`src/rtl/dpram_arb_pkg.sv`:
```
// Shared types and defaults for the dual-port RAM arbiter.
package dpram_arb_pkg;

  localparam int NREQ_DEF = 4;
  localparam int AW_DEF   = 6;
  localparam int DW_DEF   = 8;
  localparam int STAT_W   = 16;
  localparam int IDX_W    = 3;

  typedef struct packed {
    logic             valid;
    logic [IDX_W-1:0] idx;
  } port_tag_t;

endpackage

```
`src/rtl/rr_pick.sv`:
```
// Rotating first-one search: returns the first masked request at or after start.
module rr_pick #(
  parameter int N  = 4,
  parameter int IW = 3
) (
  input  logic [N-1:0]  req,
  input  logic [IW-1:0] start,
  input  logic [N-1:0]  mask,
  output logic          found,
  output logic [N-1:0]  onehot,
  output logic [IW-1:0] idx
);

  always_comb begin : search
    int pos;
    found  = 1'b0;
    onehot = '0;
    idx    = '0;
    pos    = 0;
    for (int k = 0; k < N; k++) begin
      pos = int'(start) + k;
      if (pos >= N) pos = pos - N;
      if (!found && req[pos] && mask[pos]) begin
        found       = 1'b1;
        onehot[pos] = 1'b1;
        idx         = IW'(pos);
      end
    end
  end

endmodule

```
`src/rtl/dpram_arbiter.sv`:
```
// Round-robin arbiter sharing a dual-port RAM among NREQ requesters.
// Define DPRAM_ARB_STATS_EN to add saturating grant/conflict counters.
import dpram_arb_pkg::*;

module dpram_arbiter #(
  parameter int NREQ = NREQ_DEF,
  parameter int AW   = AW_DEF,
  parameter int DW   = DW_DEF
) (
  input  logic               clk,
  input  logic               rst,
  input  logic [NREQ-1:0]    req,
  input  logic [NREQ-1:0]    we,
  input  logic [NREQ*AW-1:0] addr,
  input  logic [NREQ*DW-1:0] wdata,
  output logic [NREQ-1:0]    gnt,
  output logic [NREQ-1:0]    rvalid,
  output logic [NREQ*DW-1:0] rdata,
`ifdef DPRAM_ARB_STATS_EN
  output logic [STAT_W-1:0]  stat_grants,
  output logic [STAT_W-1:0]  stat_conflicts,
`endif
  output logic [AW-1:0]      ram_addr_a,
  output logic [AW-1:0]      ram_addr_b,
  output logic [DW-1:0]      ram_data_a,
  output logic [DW-1:0]      ram_data_b,
  output logic               ram_we_a,
  output logic               ram_we_b,
  input  logic [DW-1:0]      ram_q_a,
  input  logic [DW-1:0]      ram_q_b
);

  logic [IDX_W-1:0] ptr, idx_a, idx_b, start_b;
  logic             found_a, found_b;
  logic [NREQ-1:0]  req_q, oh_a, oh_b, conflict, mask_b;
  logic [AW-1:0]    addr_a_sel;
  logic             we_a_sel;
  port_tag_t        tag_a, tag_b;

  // Requests are ignored while reset is held so no RAM pin toggles.
  assign req_q = rst ? '0 : req;

  rr_pick #(.N(NREQ), .IW(IDX_W)) u_pick_a (
    .req(req_q), .start(ptr), .mask({NREQ{1'b1}}),
    .found(found_a), .onehot(oh_a), .idx(idx_a)
  );

  assign addr_a_sel = addr[idx_a*AW +: AW];
  assign we_a_sel   = we[idx_a];

  always_comb begin
    conflict = '0;
    for (int i = 0; i < NREQ; i++) begin
      conflict[i] = (addr[i*AW +: AW] == addr_a_sel) && (we[i] || we_a_sel);
    end
  end

  assign mask_b  = ~oh_a & ~conflict;
  assign start_b = (idx_a == IDX_W'(NREQ-1)) ? '0 : idx_a + 1'b1;

  rr_pick #(.N(NREQ), .IW(IDX_W)) u_pick_b (
    .req(req_q), .start(start_b), .mask(mask_b),
    .found(found_b), .onehot(oh_b), .idx(idx_b)
  );

  assign gnt        = oh_a | oh_b;
  assign ram_we_a   = found_a & we_a_sel;
  assign ram_addr_a = found_a ? addr_a_sel : '0;
  assign ram_data_a = found_a ? wdata[idx_a*DW +: DW] : '0;
  assign ram_we_b   = found_b & we[idx_b];
  assign ram_addr_b = found_b ? addr[idx_b*AW +: AW] : '0;
  assign ram_data_b = found_b ? wdata[idx_b*DW +: DW] : '0;

  always_ff @(posedge clk or posedge rst) begin
    if (rst) begin
      ptr   <= '0;
      tag_a <= '0;
      tag_b <= '0;
    end else begin
      if (found_a) ptr <= start_b;
      if (found_a && !we_a_sel) begin
        tag_a.valid <= 1'b1;
        tag_a.idx   <= idx_a;
      end else begin
        tag_a <= '0;
      end
      if (found_b && !we[idx_b]) begin
        tag_b.valid <= 1'b1;
        tag_b.idx   <= idx_b;
      end else begin
        tag_b <= '0;
      end
    end
  end

  // Each requester holds at most one port, so the two tags never share a lane.
  always_comb begin
    rvalid = '0;
    rdata  = '0;
    for (int i = 0; i < NREQ; i++) begin
      if (tag_a.valid && tag_a.idx == IDX_W'(i)) begin
        rvalid[i]          = 1'b1;
        rdata[i*DW +: DW]  = ram_q_a;
      end else if (tag_b.valid && tag_b.idx == IDX_W'(i)) begin
        rvalid[i]          = 1'b1;
        rdata[i*DW +: DW]  = ram_q_b;
      end
    end
  end

`ifdef DPRAM_ARB_STATS_EN
  logic              skipped;
  logic [STAT_W:0]   grant_sum, conf_sum;

  assign skipped   = found_a && |(req_q & conflict & ~oh_a);
  assign grant_sum = {1'b0, stat_grants} + (STAT_W+1)'(found_a) + (STAT_W+1)'(found_b);
  assign conf_sum  = {1'b0, stat_conflicts} + (STAT_W+1)'(skipped);

  always_ff @(posedge clk or posedge rst) begin
    if (rst) begin
      stat_grants    <= '0;
      stat_conflicts <= '0;
    end else begin
      stat_grants    <= grant_sum[STAT_W] ? '1 : grant_sum[STAT_W-1:0];
      stat_conflicts <= conf_sum[STAT_W]  ? '1 : conf_sum[STAT_W-1:0];
    end
  end
`endif

endmodule

```
`config.mk`:
```
export PLATFORM = sky130hd
export DESIGN_NAME = dpram_arbiter
export DESIGN_NICKNAME = d
export VERILOG_FILES = /design/src/rtl/dpram_arb_pkg.sv /design/src/rtl/rr_pick.sv /design/src/rtl/dpram_arbiter.sv
export SDC_FILE = /design/constraint.sdc
export NUM_CORES = 1
export LEC_CHECK = 0
export CORE_ASPECT_RATIO = 0.7
export CORE_UTILIZATION = 30
export DETAILED_ROUTE_END_ITERATION = 7
export PLACE_DENSITY_LB_ADDON = 0.2
export SLEW_MARGIN = 20
export SYNTH_ARGS = -nofsm -noshare
export SYNTH_HDL_FRONTEND = slang
export SYNTH_HIERARCHICAL = 1
export SYNTH_SLANG_ARGS = --single-unit
```
`constraint.sdc`:
```
create_clock -name clk -period 12.46 [get_ports clk]
set_input_delay 2.492 -clock clk [delete_from_list [all_inputs] [get_ports clk]]
set_output_delay 2.492 -clock clk [all_outputs]
set_load 0.02 [all_outputs]
```
---- After elaboration in Yosys (flattened, before gate mapping) ----
Cells that the tools add are included.
cells by class
  $lt $le $gt $ge ......................... 26
  reductions and logical operators ........ 50
  multiplexer cells ....................... 124
  $mul .................................... 2
  $add $sub $neg .......................... 15
  divide/modulo/power cells ............... 0
  eq/ne operators ......................... 11
  bitwise logic cells ..................... 12
  shift-type cells ........................ 4
operator list
  operator                                              count
  >= comparator 32 x 1 -> 1 bit, second input constant  8
  < comparator 32 x 4 -> 1 bit, second input constant   8
  2-to-1 mux 32 bit                                     8
  >= comparator 32 x 4 -> 1 bit, second input constant  6
  subtractor 32 x 4 -> 32 bit, second input constant    6
  2-to-1 mux 8 bit                                      10
  variable part select 32 x 7 -> 8 bit                  2
  2-to-1 mux 1 bit                                      58
  variable part select 24 x 7 -> 6 bit                  2
  2-to-1 mux 4 bit                                      11
  binary-select mux 1 bit (select 2 bit)                18
  logical AND 1 bit                                     36
  bitwise OR 4 bit                                      7
  2-to-1 mux 3 bit                                      9
  == test 6 bit                                         4
  adder 3 x 2 -> 4 bit, second input constant           4
  demux 1 bit (select 2 bit)                            8
  == test 3 x 2 -> 1 bit, second input constant         5
  2-to-1 mux 6 bit                                      2
  multiplier 3 x 2 -> 5 bit, second input constant      2
  adder 3 x 1 -> 4 bit, second input constant           2
  zero test 1 bit                                       8
  inverter 4 bit                                        2
  subtractor 3 x 3 -> 4 bit, second input constant      2
  other kinds (8)                                       16
word-level totals
  output and inout port bits .............. 70
  register bits after elaboration ......... 11
  ROM bits ................................ 0
  input port bits ......................... 82
  bits in writable memories ............... 0
  memories kept ........................... 0
  bits in latches ......................... 0
  word-level logic and storage cells ...... 249

---- Depth between registers and ports, before layout ----
  depth in word-level cells ............... 47
  mapped depth ............................ 26
  gate-level depth less buffers ........... 21

---- Cells and area by module ----
The synthesis kept the hierarchy.
modules (own cells, without submodules)
  module              area an instance (µm²)  cells each  times used  seq. area each (µm²)
  dpram_arbiter       2642.5                  296         1           275.3
  rr_pick (u_pick_a)  583.1                   74          1           0.0
  rr_pick (u_pick_b)  504.2                   67          1           0.0

---- Worst setup path after synthesis ----
OpenSTA, ideal clock, no wires.
  path type ............................... input-to-output
  start ................................... input port req[2]
  end ..................................... output port ram_addr_b[3]
  cell stages on the path ................. 21
  data required time ...................... 9.968 ns
  arrival ................................. 7.880 ns
  slack ................................... 2.088 ns
  path buffers ............................ 3
  cell sequence ........................... nor2b_1 nand2_1 mux4_2 nor2_1 nor2_1 o31ai_1 buf_6 mux4_2 nor4bb_1 a31oi_1 o32ai_1 a41oi_1 nand2_1 mux4_2 nor4_2 nor2_1 a22oi_1 buf_2 buf_2 mux4_2 nor2b_1
between the ends
  word-level cells in the longest chain between the ends .. 44
  elaborated cells between the ends (all ways) .. 119
  those cells by class .................... add/sub: 8; mul: 2; order compare: 4; eq/ne: 5; shift: 2; mux: 64; bitwise: 6; reduce/logical: 28
ends and longest elaborated chain
  what                                                  line                 RTL
  from (decl)                                           dpram_arbiter.sv:12  input logic [NREQ-1:0] req,
  2-to-1 mux 4 bit (*)                                  dpram_arbiter.sv:41  assign req_q = rst ? '0 : req;
  binary-select mux 1 bit (select 2 bit)                rr_pick.sv:23        if (!found && req[pos] && mask[pos]) begin
  2-to-1 mux 1 bit (implied by the code) (2 in series)  rr_pick.sv:23
  logical AND 1 bit                                     rr_pick.sv:23
  2-to-1 mux 1 bit                                      rr_pick.sv:23
  zero test 1 bit                                       rr_pick.sv:23
  logical AND 1 bit (2 in series)                       rr_pick.sv:23
  2-to-1 mux 1 bit                                      rr_pick.sv:23
  [... 8 more ...]                                      --
  named net idx_a[0]                                    dpram_arbiter.sv:33  logic [IDX_W-1:0] ptr, idx_a, idx_b, start_b;
  [... 6 more ...]                                      --
  named net mask_b[2]                                   dpram_arbiter.sv:35  logic [NREQ-1:0] req_q, oh_a, oh_b, conflict, mask_b;
  [... 12 more ...]                                     --
  2-to-1 mux 1 bit                                      rr_pick.sv:23
  zero test 1 bit                                       rr_pick.sv:23
  logical AND 1 bit (2 in series)                       rr_pick.sv:23
  2-to-1 mux 3 bit (*)                                  rr_pick.sv:23
  named net idx_b[0]                                    dpram_arbiter.sv:33
  multiplier 3 x 2 -> 5 bit (*)                         dpram_arbiter.sv:71  assign ram_addr_b = found_b ? addr[idx_b*AW +: AW] : '0;
  variable part select 24 x 7 -> 6 bit (*)              dpram_arbiter.sv:71
  2-to-1 mux 6 bit (*)                                  dpram_arbiter.sv:71
  to (decl)                                             dpram_arbiter.sv:24  output logic [AW-1:0] ram_addr_b,
The timed path passes the listed nets; every way through them passes the cells marked *. The select of a mux whose other input is x is not followed.

---- Final worst setup path ----
  start ................................... input port rst
  end ..................................... output port ram_data_b[7]
between the ends
  word-level cells in the longest chain between the ends .. 43
  elaborated cells between the ends (all ways) .. 118
  those cells by class .................... add/sub: 8; mul: 1; order compare: 4; eq/ne: 5; shift: 2; mux: 64; bitwise: 6; reduce/logical: 28
ends and longest elaborated chain
  what                                                  line                 RTL
  from (decl)                                           dpram_arbiter.sv:11  input logic rst,
  2-to-1 mux 4 bit (*)                                  dpram_arbiter.sv:41
  named net req_q[2]                                    dpram_arbiter.sv:35
  binary-select mux 1 bit (select 2 bit)                rr_pick.sv:23
  2-to-1 mux 1 bit (implied by the code) (2 in series)  rr_pick.sv:23
  logical AND 1 bit                                     rr_pick.sv:23
  2-to-1 mux 1 bit                                      rr_pick.sv:23
  zero test 1 bit                                       rr_pick.sv:23
  logical AND 1 bit (2 in series)                       rr_pick.sv:23
  [... 9 more ...]                                      --
  named net idx_a[0]                                    dpram_arbiter.sv:33
  [... 6 more ...]                                      --
  named net mask_b[2]                                   dpram_arbiter.sv:35
  [... 10 more ...]                                     --
  logical AND 1 bit (2 in series)                       rr_pick.sv:23
  2-to-1 mux 1 bit                                      rr_pick.sv:23
  zero test 1 bit                                       rr_pick.sv:23
  logical AND 1 bit (2 in series)                       rr_pick.sv:23
  2-to-1 mux 3 bit (*)                                  rr_pick.sv:23
  named net idx_b[0]                                    dpram_arbiter.sv:33
  variable part select 32 x 7 -> 8 bit (*)              dpram_arbiter.sv:72  assign ram_data_b = found_b ? wdata[idx_b*DW +: DW] : '0;
  2-to-1 mux 8 bit (*)                                  dpram_arbiter.sv:72
  to (decl)                                             dpram_arbiter.sv:26  output logic [DW-1:0] ram_data_b,
Marks and branches as above.

==> summary.md <==
| Metric | Value |
|---|---|
| Worst skew pair latency | 0.24 ns |
| Worst VDD drop | 0.206 mV |
| Static Leak | 0.00205 µW |
| Clk sinks | 11 |
| Min cycle time layout | 12.12 ns |
| Max cap viols | 0 |
| Core Region | 11900 µm² |
| Die footprint | 12900 µm² |
| EDFF count, synth | 0 |
| Share of cells above drive strength 1 | 0.143 |
| IO Port Bufs | 151 |
| Worst-path clk slew | 0.04 ns |
| Nets@finish | 679 |
| Dpl hpwl | 11.2 mm |
| Clock share of power | 0.040 |
| Final setup vio count | 0 |
| Drt pass-1 iters | 5 |
| N_diodes | 0 |
| Top-Level Pins | 152 |
| First-pass GRT wire length | 21.6 mm |
| Setup slack after layout | 0.341 ns |
| Slowest stage delay, CP | 0.61 ns |
| Sequential-to-total area share from yosys stat | 0.0738 |
| Top_reg_cell synth | dfrtp_1 |
| Fillers | 1122 |
| Maximum fanout along the worst path | 37 |
| Tightest Pin Transition | 1.02 ns |
| Cts bufs inserted | 3 |
| Clock root buffer | clkbuf_16 |
| Post-Syn Area | 3730 µm² |
| Vias in the first global route | 3974 |
| #FFs+latches synth | 11 |
| Synthesis Warnings | 6 |
| Hold Path Stages | 1 |
| Total GRT Usage | 0.216 |
| Logic pwr share | 0.914 |
| Via density | 5.85 |
| Slowest CP cell | mux4_2 |
| Drt total wl | 13.9 mm |
| Count of pins over their slew limit | 0 |
| H-tree levels | 1 |
| Sw power | 728 µW |
| Post-Synthesis Cells | 437 |
| Die span in x | 135 µm |
| TNS Setup | 0 ns |
| Crit path arrival time | 9.63 ns |
| Switch share | 0.509 |
| Iter 0 DRT Violations | 353 |
| Residual DRC | 0 |
| Post-CTS Setup Inserts | 0 |
| Final Hold Viols | 0 |
| Hold crit path type | reg -> reg |
| Nature of the critical path startpoint | primary input |
| Worst-path cell chain | clkdlybuf4s50_1, nor2b_1, nand2_1, mux4_2, nor2_1, nor2_1, o31ai_4, buf_12, mux4_2, nor4bb_1, a31oi_1, o32ai_1, a41oi_1, and2_0, mux4_2, a2111oi_4, nand2_2, a22oi_2, buf_4, mux4_2, nor2b_1, clkdlybuf4s50_1 |
| Routed len/inst | 18.9 µm |
| Placed inst area | 5430 µm² |
| Layout Skew | 0.000694 ns |
| Initial Util | 0.314 |
| Outcome | finished clean |
| TritonCTS clock tree | built |
| Place WS | 0.438 ns |
| Final Cycle Share | 0.973 |
| Critical path class | in -> out |
| Initial antenna violation count | 0 |
| Sequential Power Share | 0.045 |
| Slew headroom | 0.318 |
| Cell Rows | 33 |
| Synthesis-to-layout area growth | 47.7% |
| Synth unique cells | 63 |
| Pwr Density | 260 nW/µm² |
| DIE HEIGHT | 95.3 µm |
| Post-synth ARST share | 1.00 |
| Synth Area per Inst | 8.54 µm² |
| DR vias | 4303 |
| Critical Path Sink Type | primary output |
| RSZ-0062 raised after global routing | false |
| Grt ovf | 0 |
| FF-to-FF path depth | 21 |
| Antenna Violating Nets Remaining | 0 |
| Critical Path RT | 9.97 ns |
| Max Fclk | 82.5 MHz |
| Final Cell Area | 5510 µm² |
| Pin count of the biggest net entering global routing | 38 |
| Internal | 702 µW |
| CTS Buffer Depth | 2 |
| Most frequent CP cell | mux4_2 |
| Routability cong. | 0.945 |
[cells in the mapped netlist (3+ instances only)]
library cell  number  area (µm²)
a21oi_1           17        85.1
a221o_1            4        40.0
a222oi_1           3        30.0
a22o_1            37         324
a22oi_1            4        30.0
a31oi_1            9        56.3
a41oi_1            3        26.3
and2_1            12        75.1
and3_1            12        75.1
buf_2             14        70.1
buf_4              4        30.0
clkbuf_1          11        41.3
dfrtp_1           11         275
ha_1              17         213
inv_1              6        22.5
inv_2              4        15.0
mux2_2             8        90.1
mux2i_1           10         100
mux4_2            36         811
nand2_1           32         120
nand2b_1           7        43.8
nand3_1           12        60.1
nand3b_1           3        22.5
nand4_1            4        25.0
nor2_1            29         109
nor2b_1           21         131
nor3_1            13        65.1
o21ai_0           16        80.1
o22a_1             3        26.3
o22ai_1            7        43.8
o32ai_1            6        52.6
or2_2              7        43.8
xnor2_1           12         105
xor2_1             6        52.6
[layout by cell type (no fill, tap or decap), types with 8 or more instances in the layout]
cell               n
a21oi_1           16
nand2_1           32
buf_4              8
clkdlybuf4s50_1  151
dfrtp_1           11
nor3_1            13
xnor2_1           12
ha_1              17
mux2i_1           10
mux4_2            36
a22o_1            37
and3_1            12
a31oi_1            9
mux2_2             8
nor2_1            29
conb_1             9
o21ai_0           15
and2_1            12
nand3_1           12
nor2b_1           21
[area by class of cell]
cell class / instances / area [µm²] / share of cell area
clock buffer: 3 / 75.1 / 0.0136
clock inverter: 1 / 5.00 / 0.000908
inverter: 11 / 41.3 / 0.00749
multi-input combinational: 393 / 3330 / 0.604
sequential: 11 / 275 / 0.0500
tap: 157 / 196 / 0.0356
timing repair buffer: 160 / 1590 / 0.289
[path summary, 6_finish.rpt]
path                         from       endpoint  slack, ns
setup reg to reg           ptr[0]       tag_b[2]       5.27
min in group asynchronous     rst         ptr[0]       2.69
setup / recovery              rst  ram_data_b[7]       0.34
hold / removal             ptr[2]         ptr[2]       0.55
hold reg to reg            ptr[2]         ptr[2]       0.55
max in group asynchronous     rst       tag_b[2]       9.49
[worst max-delay path, delay by kind of cell]
family	cells	cell delay [ns]
AOI/OAI and AO/OA	6	1.38
buffers and inverters	4	1.69
muxes	4	2.25
and+or+nand+nor	8	1.78
[power groups by stage]
stage / Clock, µW / Combinational [µW] / Sequential (µW)
final: 57.3 / 1310 / 65.0
after global placement: 0 / 1300 / 64.8
after detailed placement: 0 / 1300 / 65.7
after CTS: 58.3 / 1310 / 65.2
after floorplan: 0 / 848 / 54.2
after global routing: 60.7 / 1400 / 68.0
[flip-flops by register name (all words and copies together), names as in the netlist]
name	count
tag_a	4
ptr	3
tag_b	4
[logic make-up (layout without fill, tap and decap cells)]
family	after synthesis	in the layout	synth area share
buffers and inverters	41	175	0.0520
DFF	11	11	0.0738
adders and majority gates	17	17	0.0570
AOI/OAI and AO/OA	126	126	0.259
other	1	9	0.00101
xor gates and xnor gates	18	18	0.0423
and+or+nand+nor	169	169	0.247
muxes	54	54	0.268
[through the flow]
| step | hold WS [ns] | utilization | power [µW] | std cells |
|---|---|---|---|---|
| 2_1_floorplan | 0.497 | - | 903 | 445 |
| 3_3_place_gp | 0.522 | 0.456 | 1360 | 732 |
| 3_5_place_dp | 0.538 | 0.456 | 1370 | 732 |
| 4_1_cts | 0.547 | 0.463 | 1430 | 736 |
| 5_1_grt | 0.562 | 0.463 | 1530 | 736 |
| 6_report | 0.548 | 0.463 | 1430 | 736 |
[timing repair]
item,4_1_cts,5_1_grt
hold buffers,0,0
endpoints found under the setup margin,0,10
resized for setup,0,1
[routing by layer]
metal / track usage / up-vias / part of all wire
met5: 0 / - / 0
met4: 0.0552 / 0 / 0.016
met3: 0.0447 / 15 / 0.093
met2: 0.355 / 224 / 0.45
met1: 0.289 / 2062 / 0.44
li1: - / 2002 / -
Power figures use the tool's default switching activity.
